==> src/rtl/tick_gen_multi.sv <==
// ---------------------------------------------------------------------------
// tick_gen_multi
//
// Multi-channel tick generator. A shared prescaler divides clk_in down to a
// base tick. Each channel divides the base tick again by its own runtime
// divisor. The result is a one-cycle tick strobe and a 50% square wave per
// channel. All ticks are phase-coherent with base_tick.
//
// Ports:
//   clk_in      - sole clock, rising edge
//   reset       - synchronous, active-high reset
//   enable      - high: counters advance; low: all counters freeze
//   restart     - realign prescaler, channel counters and square outputs
//   div_values  - packed divisors, channel i at [i*DIV_W +: DIV_W]
//   div_load    - latch div_values into the per-channel shadow divisors
//   base_tick   - one-cycle strobe at BASE_RATE_HZ
//   tick        - per-channel one-cycle strobe, coincident with base_tick
//   square      - per-channel output, toggles on each tick of that channel
// ---------------------------------------------------------------------------
module tick_gen_multi #(
  parameter int CLK_IN_RATE_HZ = 100_000_000,
  parameter int BASE_RATE_HZ   = 100,
  parameter int NUM_CH         = 4,
  parameter int DIV_W          = 8
) (
  input  logic                    clk_in,
  input  logic                    reset,
  input  logic                    enable,
  input  logic                    restart,
  input  logic [NUM_CH*DIV_W-1:0] div_values,
  input  logic                    div_load,
  output logic                    base_tick,
  output logic [NUM_CH-1:0]       tick,
  output logic [NUM_CH-1:0]       square
);

  localparam int PRESCALE = CLK_IN_RATE_HZ / BASE_RATE_HZ;
  localparam int PCNT_W   = (PRESCALE > 1) ? $clog2(PRESCALE) : 1;
  localparam logic [PCNT_W-1:0] PCNT_LAST = PCNT_W'(PRESCALE - 1);

  // Reject parameter sets that cannot produce an exact base rate.
  if ((CLK_IN_RATE_HZ % BASE_RATE_HZ) != 0) begin : g_bad_ratio
    $error("tick_gen_multi: CLK_IN_RATE_HZ must be a multiple of BASE_RATE_HZ");
  end
  if (PRESCALE < 2) begin : g_bad_prescale
    $error("tick_gen_multi: PRESCALE must be at least 2");
  end
  if (NUM_CH < 1) begin : g_bad_num_ch
    $error("tick_gen_multi: NUM_CH must be at least 1");
  end

  // -------------------------------------------------------------------------
  // Shared prescaler
  // -------------------------------------------------------------------------
  logic [PCNT_W-1:0] pcnt_reg;
  logic [PCNT_W-1:0] pcnt_next;
  logic              base_tick_reg;
  logic              base_strobe;

  // base_strobe is the unregistered base event. Every registered output in
  // this module is derived from it, so all ticks line up with base_tick.
  assign base_strobe = enable && (pcnt_reg == PCNT_LAST);

  always_comb begin
    pcnt_next = pcnt_reg;
    if (base_strobe) begin
      pcnt_next = '0;
    end else if (enable) begin
      pcnt_next = pcnt_reg + PCNT_W'(1);
    end
  end

  // div_load does not touch the prescaler. A load that coincides with the
  // strobe still produces base_tick.
  always_ff @(posedge clk_in) begin
    if (reset) begin
      pcnt_reg      <= '0;
      base_tick_reg <= 1'b0;
    end else if (restart) begin
      pcnt_reg      <= '0;
      base_tick_reg <= 1'b0;
    end else begin
      pcnt_reg      <= pcnt_next;
      base_tick_reg <= base_strobe;
    end
  end

  assign base_tick = base_tick_reg;

  // -------------------------------------------------------------------------
  // Channel dividers
  // -------------------------------------------------------------------------
  genvar gi;
  generate
    for (gi = 0; gi < NUM_CH; gi++) begin : g_ch
      logic [DIV_W-1:0] div_reg;
      logic [DIV_W-1:0] ccnt_reg;
      logic             tick_reg;
      logic             square_reg;
      logic             ch_wrap;

      // The counter stays below the divisor, so ccnt never overflows.
      // A divisor of 0 parks the channel at ccnt = 0 with square held.
      assign ch_wrap = (ccnt_reg == div_reg - DIV_W'(1));

      always_ff @(posedge clk_in) begin
        if (reset) begin
          div_reg    <= '0;
          ccnt_reg   <= '0;
          tick_reg   <= 1'b0;
          square_reg <= 1'b0;
        end else if (restart) begin
          // Realignment keeps the programmed divisor.
          ccnt_reg   <= '0;
          tick_reg   <= 1'b0;
          square_reg <= 1'b0;
        end else if (div_load) begin
          // A new divisor restarts the channel phase. Its tick is suppressed
          // even when this cycle carries a base strobe.
          div_reg    <= div_values[gi*DIV_W +: DIV_W];
          ccnt_reg   <= '0;
          tick_reg   <= 1'b0;
          square_reg <= 1'b0;
        end else begin
          tick_reg <= 1'b0;
          if (base_strobe && (div_reg != '0)) begin
            if (ch_wrap) begin
              ccnt_reg   <= '0;
              tick_reg   <= 1'b1;
              square_reg <= ~square_reg;
            end else begin
              ccnt_reg <= ccnt_reg + DIV_W'(1);
            end
          end
        end
      end

      assign tick[gi]   = tick_reg;
      assign square[gi] = square_reg;
    end
  endgenerate

endmodule

==> config.mk <==
export PLATFORM = sky130hd
export DESIGN_NAME = tick_gen_multi
export DESIGN_NICKNAME = d
export VERILOG_FILES = /design/src/rtl/tick_gen_multi.sv
export SDC_FILE = /design/constraint.sdc
export NUM_CORES = 1
export LEC_CHECK = 0
export ABC_AREA = 1
export BUFFER_PORTS_ARGS = -buffer_cell sky130_fd_sc_hd__buf_4
export CORE_UTILIZATION = 49
export DETAILED_ROUTE_END_ITERATION = 8
export GPL_ROUTABILITY_DRIVEN = 0
export PLACE_DENSITY = 0.68
export SLEW_MARGIN = 40
export SYNTH_ARGS = -nofsm -noshare
export SYNTH_HDL_FRONTEND = slang
export SYNTH_SLANG_ARGS = --single-unit
==> constraint.sdc <==
create_clock -name clk_in -period 2.5 [get_ports clk_in]
set_input_delay 0.125 -clock clk_in [delete_from_list [all_inputs] [get_ports clk_in]]
set_output_delay 0.125 -clock clk_in [all_outputs]
set_load 0.02 [all_outputs]
; ---- Word-level counts from Yosys, hierarchy flattened
; Index checks and enable logic that the tools add are counted.
[totals]
word_cells = 70
reg_bits = 93
mem_bits_rw = 0
in_bits = 37
latchBits = 0
memories = 0
rom_bits = 0
output_inout_bits = 9
[op_classes]
n_bitwise = 9
addsub = 9
mux = 8
n_shift = 0
div = 0
n_reduce_logical = 21
n_lt_le_gt_ge = 0
mul = 0
n_eq_ne = 5
[ops]
columns = cell, count
row1 = $add A8 B1 Y8 const B, 4
row2 = $eq A8 B8 Y1, 4
row3 = $mux W8, 4
row4 = $reduce_bool A8 Y1, 4
row5 = $sub A8 B1 Y8 const B, 4
row6 = $add A20 B1 Y20 const B, 1
row7 = $eq A20 B20 Y1 const B, 1
row8 = $reduce_or A4 Y1, 4
row9 = $reduce_and A2 Y1, 5
row10 = $not A1 Y1, 9
row11 = $reduce_or A3 Y1, 2
row12 = $logic_and A1 B1 Y1, 5
row13 = $mux W1, 4
row14 = $reduce_or A2 Y1, 1

; ---- Longest topological paths before layout
; Gate-level depths: netlist (run 1).
[depth]
ltp_word = 5
depth_mapped = 14
depth_no_buf = 14

; ---- Worst setup path after synthesis (run 1)
; No wires, ideal clock.
[synth_path]
path_kind = register to register
start = reg g_ch[3].div_reg[0]
end = reg g_ch[3].ccnt_reg[3]
setup_time_ns = 0.114
required_ns = 2.386
synth_period_minus_slack_ns = 1.632
setup_slack_ns = 0.868
path_stages_with_launch = 11
arrival_time_ns = 1.518
path_buffers = 0
cell_sequence = dfxtp_1 > inv_1 > ha_1 > inv_1 > nand2_1 > nand2_1 > xor2_1 > nor3_1 > nand3_4 > nand2_1 > nor2_1
[synth_between]
elab_chain_len = 3
elab_cells_between_ends = 5
cone_classes = add/sub (1) / eq/ne (1) / mux (1) / reduce/logical (2)
[synth_rtl]
columns = item, line
row1 = from (decl), 96  ; logic [DIV_W-1:0] div_reg;
row2 = from (signal assigned), 120  ; div_reg <= div_values[gi*DIV_W +: DIV_W];
row3 = $sub A8 B1 Y8, 104  ; assign ch_wrap = (ccnt_reg == div_reg - DIV_W'(1));
row4 = $eq A8 B8 Y1, 104
row5 = $mux W8, 127  ; if (ch_wrap) begin
row6 = to (signal assigned), 132  ; ccnt_reg <= ccnt_reg + DIV_W'(1);
row7 = to (decl), 97  ; logic [DIV_W-1:0] ccnt_reg;
; Parallel ways exist; a longest one is shown, timed or not.
; A chain may end at the register's enable or synchronous reset.

; ---- Final worst setup path (run 1)
[layout_path]
start = reg pcnt_reg[0]
end = reg g_ch[2].ccnt_reg[7]
[layout_between]
elab_chain_len = 3
[layout_rtl]
columns = item, line
row1 = from (decl), 55  ; logic [PCNT_W-1:0] pcnt_reg;
row2 = from (signal assigned), 83  ; pcnt_reg <= pcnt_next;
row3 = $eq A20 B20 Y1, 62  ; assign base_strobe = enable && (pcnt_reg == PCNT_LAST);
row4 = $logic_and A1 B1 Y1, 62
row5 = $logic_and A1 B1 Y1, 126  ; if (base_strobe && (div_reg != '0)) begin
row6 = to (signal assigned), 132
row7 = to (decl), 97
; Every way passes these cells.

==> key figures, run 1 <==
Worst setup path
  – FF-to-FF path depth: 8
  – Capturing point of the worst reg2reg path: g_ch[2].ccnt_reg[7]
  – Critical path arrival: 2120 ps
  – Reg-to-reg slack, setup: around 620 ps
  – Slowest-stage cell, CP: dfxtp_1
  – CP peak stage delay: 350 ps
  – Worst Setup End Kind: register
  – Startpoint Class: register
  – Crit-path max FO: 6
  – Critical path class: reg -> reg
  – Reg2reg start: pcnt_reg[0]
  – Cell Chain, Critical Path: ha_1, nand4_1, nor2_1, nand3_1, clkinv_1, nand2_1, o21ai_2, nor2_1
  – Crit path max-delay family: simple AND/OR/NAND/NOR gates
  – Most used cell, CP: nor2_1
  – Critical Path RT: 2740 ps
  – WP buf/inv: 1

Synth
  – Area contributors post-synth: dfxtp_1, nand2_1, nor2_1
  – Netlist cell types: 37
  – Simple-Gate Fraction of Synth Area: a little over a third
  – Adder-Cell Fraction of Synth Area: a little under 3%
  – XOR/XNOR share of the synthesized area: 7.68%
  – EDFF count, synth: 0
  – Synth area leader: dfxtp_1
  – Yosys top cell area share: 33.3%
  – Syn Nets: 903
  – Synth Flop Type: dfxtp_1
  – Largest family of logic cells by synthesized area: simple AND/OR/NAND/NOR gates
  – #FFs+latches synth: 93
  – Syn Inst Count: 853
  – Post-synthesis sequential area ratio: 33.3%
  – Synth Area in Compound Gates: about a tenth
  – Ys Warns: 0
  – Synth async-reset ratio: 0%
  – Post-synthesis cell area: roughly 0.0056 mm²
  – Post-synthesis mux area share: 0%
  – Synthesized area per cell: around 6.6 µm²

Timing
  – Final hold vios: 0
  – Final worst setup slack: 616 ps
  – Setup_tns: 0 ps
  – Post-layout minimum cycle time: between 1500 and 2000 ps
  – Slew Limit Fails: 0
  – RSZ-0062 raised after global routing: no
  – Fmax: 531 MHz
  – Tightest Pin Transition: 628 ps
  – Final worst-path cycle share: between 70 and 80%
  – Endpoints failing setup: 0
  – Max-slew headroom: 58.1%
  – Final Skew: 4.55 ps

Global routing
  – Routing usage on met1: 30.7%
  – Tot GR Track Use: 22.7%
  – GRT met2 Usage: 35.8%
  – Pin count of the biggest net entering global routing: 52
  – Number of global-route vias before repair: 4,587
  – Grt peak-use layer: met2
  – Gr ovfl total: 0
  – First-pass GRT wire length: 21.0 mm
  – Initial antenna violation count: 0
  – Met3 GRT Util: 3.47%

Clock network
  – Post-CTS Resized: 0
  – CTS Buf Count: 9
  – Clock slew at reported path FFs: approximately 70 ps
  – Post-CTS Hold Buffers: 0
  – Insertion delay to the later sink of the worst-skew pair: 360 ps
  – Post-CTS Setup Bufs: 0
  – Clock Sinks: 93
  – Root buffer cell: clkbuf_16
  – Max clock buf depth: 2
  – H-Tree Depth: 3
  – TritonCTS clock tree: built

Detailed routing
  – Final ANT Viol Nets: 0
  – Residual DRC count: 0
  – Drt via density: 5.07
  – DR iter-0 viols: 234
  – DRT Pass-1 Iters: 5
  – Vias: 5,238
  – WL/cell: 12.0 µm
  – WL final: around 12 mm

Floorplanning
  – Core area: ~0.011 mm²
  – Die Area: between 0.01 and 0.015 mm²
  – Row Count: 38
  – Initial Util: 50.9%
  – I/O pins: 46
  – Vert. Die Dim: 109 µm
  – Die X: 109 µm

Pwr
  – P_leak: about 2.8 nW
  – Peak supply drop: ~0.40 mV
  – Tot Pwr: 3.53 mW
  – Pwr/cell area: 556 mW/mm²

Min path
  – Hold worst-path end: g_ch[3].div_reg[7]
  – HP Class: in -> reg
  – Hold path depth: 3
  – Worst Hold Launch: div_values[31]

Layout
  – Final core occ: 57.7%
  – Final nets: roughly 940
  – Layout area overhead: 13.4%
  – Share of layout cells above drive strength 1: 11.2%
  – Fin area: around 0.0063 mm²
  – # fillers: 1,026
  – ANT cells: 0

Placement
  – Pre-CTS WS: 638 ps
  – DP HPWL: roughly 9.6 mm
  – I/O Buffers: 45
  – DP Area: ~0.006 mm²

Outcome
  – Status: finished clean

Flow run
  – MaxCap Viol Count: 0
## metrics by stage
stage,std cells,hold slack (ps)
after floorplan,853,260
after global placement,1018,370
after detailed placement,1018,378
after CTS,1034,8.52
after global routing,1034,21.8
final,1034,12.0
## worst register-to-register path, stage by stage, from the launching register on
cell	delay, ps
dfxtp_1	350
ha_1	260
nand4_1	120
nor2_1	260
nand3_1	220
clkinv_1	80
nand2_1	100
o21ai_2	290
nor2_1	90
## where the power goes
group          total, mW  internal, mW  switching, mW
sequential          1.55          1.52         0.0335
clock               1.49         0.879          0.615
combinational      0.481         0.187          0.294
## synth_stat cells, types with 2 or more instances
master,count
nand3b_1,3
or2_2,3
o21ai_0,48
ha_1,13
nor3_1,16
nand4_1,16
xor2_1,34
nand2_2,5
clkbuf_1,10
o21ai_1,5
nand2_1,207
nor2_1,115
nor2_4,4
buf_2,4
nor3_2,2
nor2_2,6
xnor2_1,15
nor2_8,2
clkinv_1,2
inv_1,114
buf_4,9
inv_2,6
dfxtp_1,93
a21oi_1,44
nand3_1,65
## placed cells by master, fill, tap and decap left out, types with 2 or more instances in the layout
master	n
nand2_2	5
nor2_8	2
xor2_1	34
ha_1	13
nor2_4	4
nor3_2	2
bufinv_16	2
buf_4	47
dfxtp_1	93
clkinvlp_4	4
nor2_1	115
clkbuf_16	9
clkinv_1	2
nor3_1	16
nor2_2	6
inv_1	114
nand2_1	207
or2_2	3
nand4_1	16
xnor2_1	15
o21ai_1	5
a21oi_1	44
inv_2	6
nand3_1	65
nand3b_1	3
o21ai_0	48
## logic make-up after synthesis
family,after synthesis
AND/OR/NAND/NOR,452
buffers and inverters,145
AO/OA/AOI/OAI,101
flip-flops,93
XOR/XNOR,49
adder cells (fa/ha/maj),13
## area by class of cell
cell class / instances / area, µm² / share of cell area (%)
inverters: 122 / 458 / 7.23
well taps: 140 / 175 / 2.76
clock inverters: 7 / 98.8 / 1.56
clock buffers: 9 / 225 / 3.55
flip-flops and latches: 93 / 1860 / 29.4
multi-input cells: 615 / 3150 / 49.6
repair buffers: 48 / 373 / 5.88
## how the worst max path moves through the flow
| stage | to | depth (start not counted) | from | slack (ps) |
|---|---|---|---|---|
| detailed placement | g_ch[2].ccnt_reg[7] | 8 | pcnt_reg[0] | 640 |
| CTS | g_ch[2].ccnt_reg[7] | 8 | pcnt_reg[0] | 630 |
| global route | g_ch[2].ccnt_reg[7] | 8 | pcnt_reg[0] | 400 |
| floorplan | g_ch[3].ccnt_reg[3] | 10 | g_ch[3].div_reg[0] | 870 |
| global placement | g_ch[2].ccnt_reg[7] | 8 | pcnt_reg[0] | 690 |
| finish | g_ch[2].ccnt_reg[7] | 8 | pcnt_reg[0] | 620 |
## layer usage
layer	part of all wire (%)	wire length, µm
met1	48	6000
met2	45	5570
met3	5.1	639
met4	1.9	232
met5	0	0
Note: power is estimated with default switching activity, not from simulation.
==> run 2, diff against run 1 <==
Settings changed: PLACE_DENSITY 0.68 to 0.71.
Clock period 2.5 ns to 1.7 ns, I/O delays scaled along.
==> run 2 against run 1 <==
  * Clock skew rose by 3.6 ps
  * Clock power rose by 42%
  * Largest power group unchanged
  * Largest cell class unchanged
  * The run now ends with setup timing left
  * Via count rose by 2.7%
  * Highest routed layer unchanged
  * Routed wire length rose by 8.8%
  * Die area did not move
  * Final cell count rose by 5.5%
  * Clock-buffer cell count rose by 2
  * Sequential share of layout area fell by 2.9 points
  * Core utilization rose by 6.7 points
==> key figures, run 2 (synthesis gave the netlist of run 1 again) <==
Pwr
  – Sw Pwr: 1.44 mW
  – Tot Pwr: 5.26 mW
  – Internal Power: 3.82 mW
  – Clock power frac: 40.2%
  – Sequential Power Share: 43.5%
  – Pwr/cell area: roughly 740 mW/mm²
  – Peak supply drop: 0.827 mV
  – Combinational group share of total power: 16.4%
  – Sw frac: 27.3%
  – P_leak: 3.19 nW

Timing
  – Tightest Pin Transition: 425 ps
  – Fmax: between 500 and 600 MHz
  – Final worst-path cycle share: 101%
  – Post-layout minimum cycle time: approximately 1700 ps
  – Setup_tns: -31.7 ps
  – Endpoints failing setup: 2
  – Final hold vios: 0
  – Final Skew: 8.12 ps
  – RSZ-0062 raised after global routing: yes
  – Slew Limit Fails: 0
  – Final worst setup slack: -19.5 ps
  – Worst hold margin: 11.9 ps
  – Max-slew headroom: 71.6%

Worst setup path
  – Critical path class: reg -> reg
  – CP peak stage delay: between 300 and 400 ps
  – Most used cell, CP: nor2_2
  – Slowest-stage cell, CP: dfxtp_2
  – Crit-path max FO: 3
  – Worst Setup End Kind: register
  – Critical Path RT: 1950 ps
  – Critical path arrival: 1970 ps
  – Startpoint Class: register
  – Cell Chain, Critical Path: inv_4, ha_4, xnor2_2, nor2_2, nand3_1, nor2_1, nand2_2, nor2_2, nor2_2, nand2_1, nand2_1

Detailed routing
  – Vias: around 5,400
  – Final ANT Viol Nets: 0
  – Residual DRC count: 0
  – DRT Pass-1 Iters: 7
  – DR iter-0 viols: 282
  – Drt via density: 4.93
  – WL/cell: 12.4 µm
  – WL final: 13.5 mm

Layout
  – Final cell count without fillers: 1,091
  – Final nets: 996
  – Final core occ: 64.4%
  – Share of layout cells above drive strength 1: 22.9%
  – Fin area: a little over 0.007 mm²
  – Commonest non-fill, non-tap cell in the layout: nand2_1
  – Layout area overhead: 26.5%
  – Most frequent cells in the layout: nand2_1, inv_1, nor2_1
  – ANT cells: 0

Floorplanning
  – Row Count: 38
  – Initial Util: a little over 50%
  – Vert. Die Dim: 109 µm
  – Die X: 109 µm
  – Core area: 0.0110 mm²
  – I/O pins: 46
  – Die Area: 0.0118 mm²

Clock network
  – Clock slew at reported path FFs: 70 ps
  – Clock Sinks: 93
  – H-Tree Depth: 3
  – CTS Buf Count: 9
  – Insertion delay to the later sink of the worst-skew pair: approximately 350 ps
  – Root buffer cell: clkbuf_16
  – TritonCTS clock tree: built
  – Max clock buf depth: 2

Placement
  – I/O Buffers: 45
  – Inst Count DP: 1,057
  – DP Area: approximately 0.0063 mm²
  – DP HPWL: approximately 10 mm
  – Pre-CTS WS: -59.4 ps

Min path
  – HP Class: in -> reg

Global routing
  – Pin count of the biggest net entering global routing: 43
  – First-pass GRT wire length: 21.9 mm
  – Initial antenna violation count: 0
  – Tot GR Track Use: 23.6%
  – Number of global-route vias before repair: 4,911
  – Gr ovfl total: 0

Outcome
  – Status: complete, but fails checks
  – Failing checks: setup timing

Flow run
  – MaxCap Viol Count: 0
==> run 2: changes by cell type in the layout (fill, tap and decap cells not counted), sizes merged <==
cell and change:
bufinv -1, clkinvlp -3, clkinv +2, buf +52, dlygate4sd3 +5, clkbuf +2
==> run 2: what timing repair did <==
action,4_1_cts,5_1_grt
buffers inserted,0,13
hold endpoints to repair,4,0
resized for setup,10,84
hold buffers,5,0
setup endpoints to repair,18,43
pin swaps,4,30
==> run 2: worst paths after layout <==
check | from | end | slack (ps) | cells past startpoint
hold reg to reg | g_ch[2].square_reg | g_ch[2].square_reg | 470 | 2
setup reg to reg | g_ch[2].div_reg[1] | g_ch[2].square_reg | -20 | 11
setup / recovery | g_ch[2].div_reg[1] | g_ch[2].square_reg | -20 | 11
hold / removal | div_values[10] | g_ch[1].div_reg[2] | 10 | 3
==> run 2: power groups by stage <==
stage	clock network, mW	registers, mW	logic [mW]
after detailed placement	0	2.33	0.748
after floorplan	0	2.32	0.524
final	2.11	2.29	0.861
after global routing	2.24	2.29	0.968
after CTS	2.15	2.28	0.771
after global placement	0	2.33	0.742
==> run 2: final cells by class <==
| class | count | area, µm² |
|---|---|---|
| Clock buffer | 11 | 253 |
| Sequential cell | 93 | 1880 |
| Clock inverter | 5 | 56.3 |
| Fill cell | 995 | 3910 |
| Inverter | 122 | 468 |
| Multi-Input combinational cell | 615 | 3420 |
| Tap cell | 140 | 175 |
| Timing Repair Buffer | 105 | 825 |
==> run 2: worst max-delay path, delay by kind of cell, from the launching register on <==
| kind | cells | cell delay (ps) |
|---|---|---|
| fa+ha+maj | 1 | 240 |
| xor+xnor | 1 | 140 |
| simple gates | 8 | 850 |
| buf+inv | 1 | 50 |
| flops | 1 | 350 |
==> run 2: layer usage <==
metal,up-vias,wire length (µm),share of wire [%],GRT usage (%)
li1,2868,-,-,-
met1,2414,6250,46,29.1
met2,86,6610,49,41.3
met3,12,504,3.7,5.56
met4,0,166,1.2,5.89
met5,-,0,0,0
==> run 3, diff against run 2 <==
Settings changed: CORE_MARGIN set to 10, CORE_UTILIZATION 49 to 31, GPL_TIMING_DRIVEN set to 0, PLACE_DENSITY 0.71 to 0.5.
==> run 3 against run 2 <==
  * The run now ends clean
  * First-iteration DRC count down 38%
  * Via count decreased by 1.2%
  * Final cell count rose by 7.5%
  * Core utilization is 24 points lower
  * Clock power grew 6%
  * Cell area is 2.3% higher
  * Combinational power grew 2%
  * Non-clock buffer count is 7 lower
  * Critical path depth shrank 1
  * Worst hold slack better by 9.7 ps
  * Largest cell class unchanged
  * Largest power group unchanged
==> key figures, run 3 (synthesis gave the netlist of run 1 again) <==
Outcome
  – Status: finished clean

Worst setup path
  – Cell Chain, Critical Path: nand2_1, inv_2, nand2_1, nor2_4, nand2_8, nor2_4, nand3_2, buf_4, nand2_1, nor2_1
  – Crit-path max FO: 6
  – Worst Setup SP: pcnt_reg[4]
  – Critical path arrival: ~1900 ps
  – Worst Setup End Kind: register
  – Startpoint Class: register
  – CP peak stage delay: roughly 370 ps
  – Critical path class: reg -> reg
  – Most used cell, CP: nand2_1
  – Slowest-stage cell, CP: dfxtp_4
  – Reg2reg start: pcnt_reg[4]
  – Critical Path RT: 1940 ps

Detailed routing
  – DR iter-0 viols: 175
  – WL/cell: 13.0 µm
  – Residual DRC count: 0
  – WL final: 15.2 mm
  – Final ANT Viol Nets: 0
  – Drt via density: 4.53
  – Vias: 5,314
  – DRT Pass-1 Iters: 4

Clock network
  – H-Tree Depth: 3
  – Max clock buf depth: 2
  – CTS Buf Count: 9
  – Clock Sinks: 93
  – TritonCTS clock tree: built
  – Insertion delay to the later sink of the worst-skew pair: around 340 ps
  – Root buffer cell: clkbuf_16
  – Clock slew at reported path FFs: 60 ps

Pwr
  – P_leak: 3.19 nW
  – Pwr/cell area: about 750 mW/mm²
  – Peak supply drop: 0.538 mV
  – Tot Pwr: 5.40 mW

Global routing
  – Grt peak-use layer: met2
  – Number of global-route vias before repair: 5,229
  – Tot GR Track Use: 12.7%
  – First-pass GRT wire length: roughly 25 mm
  – Routing usage on met1: 15.9%
  – Met3 GRT Util: under 10%
  – Pin count of the biggest net entering global routing: 15
  – GRT met2 Usage: 21.3%
  – Gr ovfl total: 0
  – Initial antenna violation count: 0

Layout
  – Share of layout cells above drive strength 1: 24.8%
  – Final nets: 989
  – Most frequent cells in the layout: nand2_1, inv_1, nor2_1
  – ANT cells: 0
  – Layout area overhead: 29.4%
  – Commonest non-fill, non-tap cell in the layout: nand2_1

Timing
  – Final worst-path cycle share: between 90% and 100%
  – Endpoints failing setup: 0
  – Tightest Pin Transition: 656 ps
  – RSZ-0062 raised after global routing: yes
  – Post-layout minimum cycle time: 1660 ps
  – Final Skew: between 7 and 8 ps
  – Final hold vios: 0
  – Setup_tns: 0 ps
  – Max-slew headroom: between 50% and 60%
  – Slew Limit Fails: 0
  – Fmax: 602 MHz

Floorplanning
  – Row Count: 49
  – Die Area: 0.0238 mm²
  – Initial Util: 31.3%
  – I/O pins: 46
  – Die X: 154 µm
  – Vert. Die Dim: 154 µm
  – Core area: 0.0178 mm²

Placement
  – DP HPWL: 11.6 mm
  – I/O Buffers: 44

Min path
  – HP Class: in -> reg
  – Worst Hold Launch: div_values[5]

Flow run
  – MaxCap Viol Count: 0
## run 3: cell count changes in the layout (fill, tap and decap cells not counted), moves of 4 or more
cell	before	now
nor2_4	9	13
buf_2	0	4
dfxtp_1	82	69
clkbuf_1	0	11
nor2_1	101	94
dfxtp_2	11	21
buf_4	96	79
nand2_1	199	191
nand2_2	9	16
## run 3: power by group
part | internal, mW | switching [mW] | total (mW)
Combinational | 0.355 | 0.521 | 0.876
Clock | 1.37 | 0.867 | 2.23
Sequential | 2.23 | 0.0588 | 2.29
## run 3: worst max-delay path: cells and delay by family (launching register included)
| kind | cells | cell delay (ps) |
|---|---|---|
| buffers and inverters | 2 | 240 |
| AND/OR/NAND/NOR | 8 | 950 |
| flip-flops | 1 | 370 |
## run 3: worst paths after layout
check,endpoint,slack [ps],cells past startpoint
setup / recovery,g_ch[0].ccnt_reg[3],40,10
hold / removal,g_ch[0].div_reg[5],20,3
setup reg to reg,g_ch[0].ccnt_reg[3],40,10
hold reg to reg,g_ch[2].square_reg,470,2
## run 3: metal layers
layer | part of all wire (%) | wire (µm)
met5 | 0 | 0
met4 | 1.7 | 261
met3 | 3.4 | 518
met2 | 48 | 7260
met1 | 47 | 7210
## run 3: final cells by class
class	count	area [µm²]
fill	1885	10600
clock inverter	4	70.1
sequential	93	1900
timing repair buffer	75	587
tap	229	287
clock buffer	12	256
buffer	23	125
multi-input combinational	615	3540
inverter	122	470
## run 3: metrics by stage
step	util, %	std cells	hold slack (ps)	instance area [µm²]	worst slack, ps
floorplan	-	853	220	5590	67.6
global placement	34.8	1126	337	6210	-254
detailed placement	34.8	1126	347	6210	-206
CTS	37.9	1154	15.4	6770	3.35
global route	40.5	1173	34.6	7230	-65.1
finish	40.5	1173	21.6	7230	38.8
## run 3: repair_timing
action / in CTS / in global routing
hold buffers: 3 / 0
setup endpoints to repair: 49 / 53
cloned: 0 / 0
buffers inserted: 9 / 19
hold endpoints to repair: 3 / 0
pin swaps: 13 / 39
resized for setup: 36 / 100
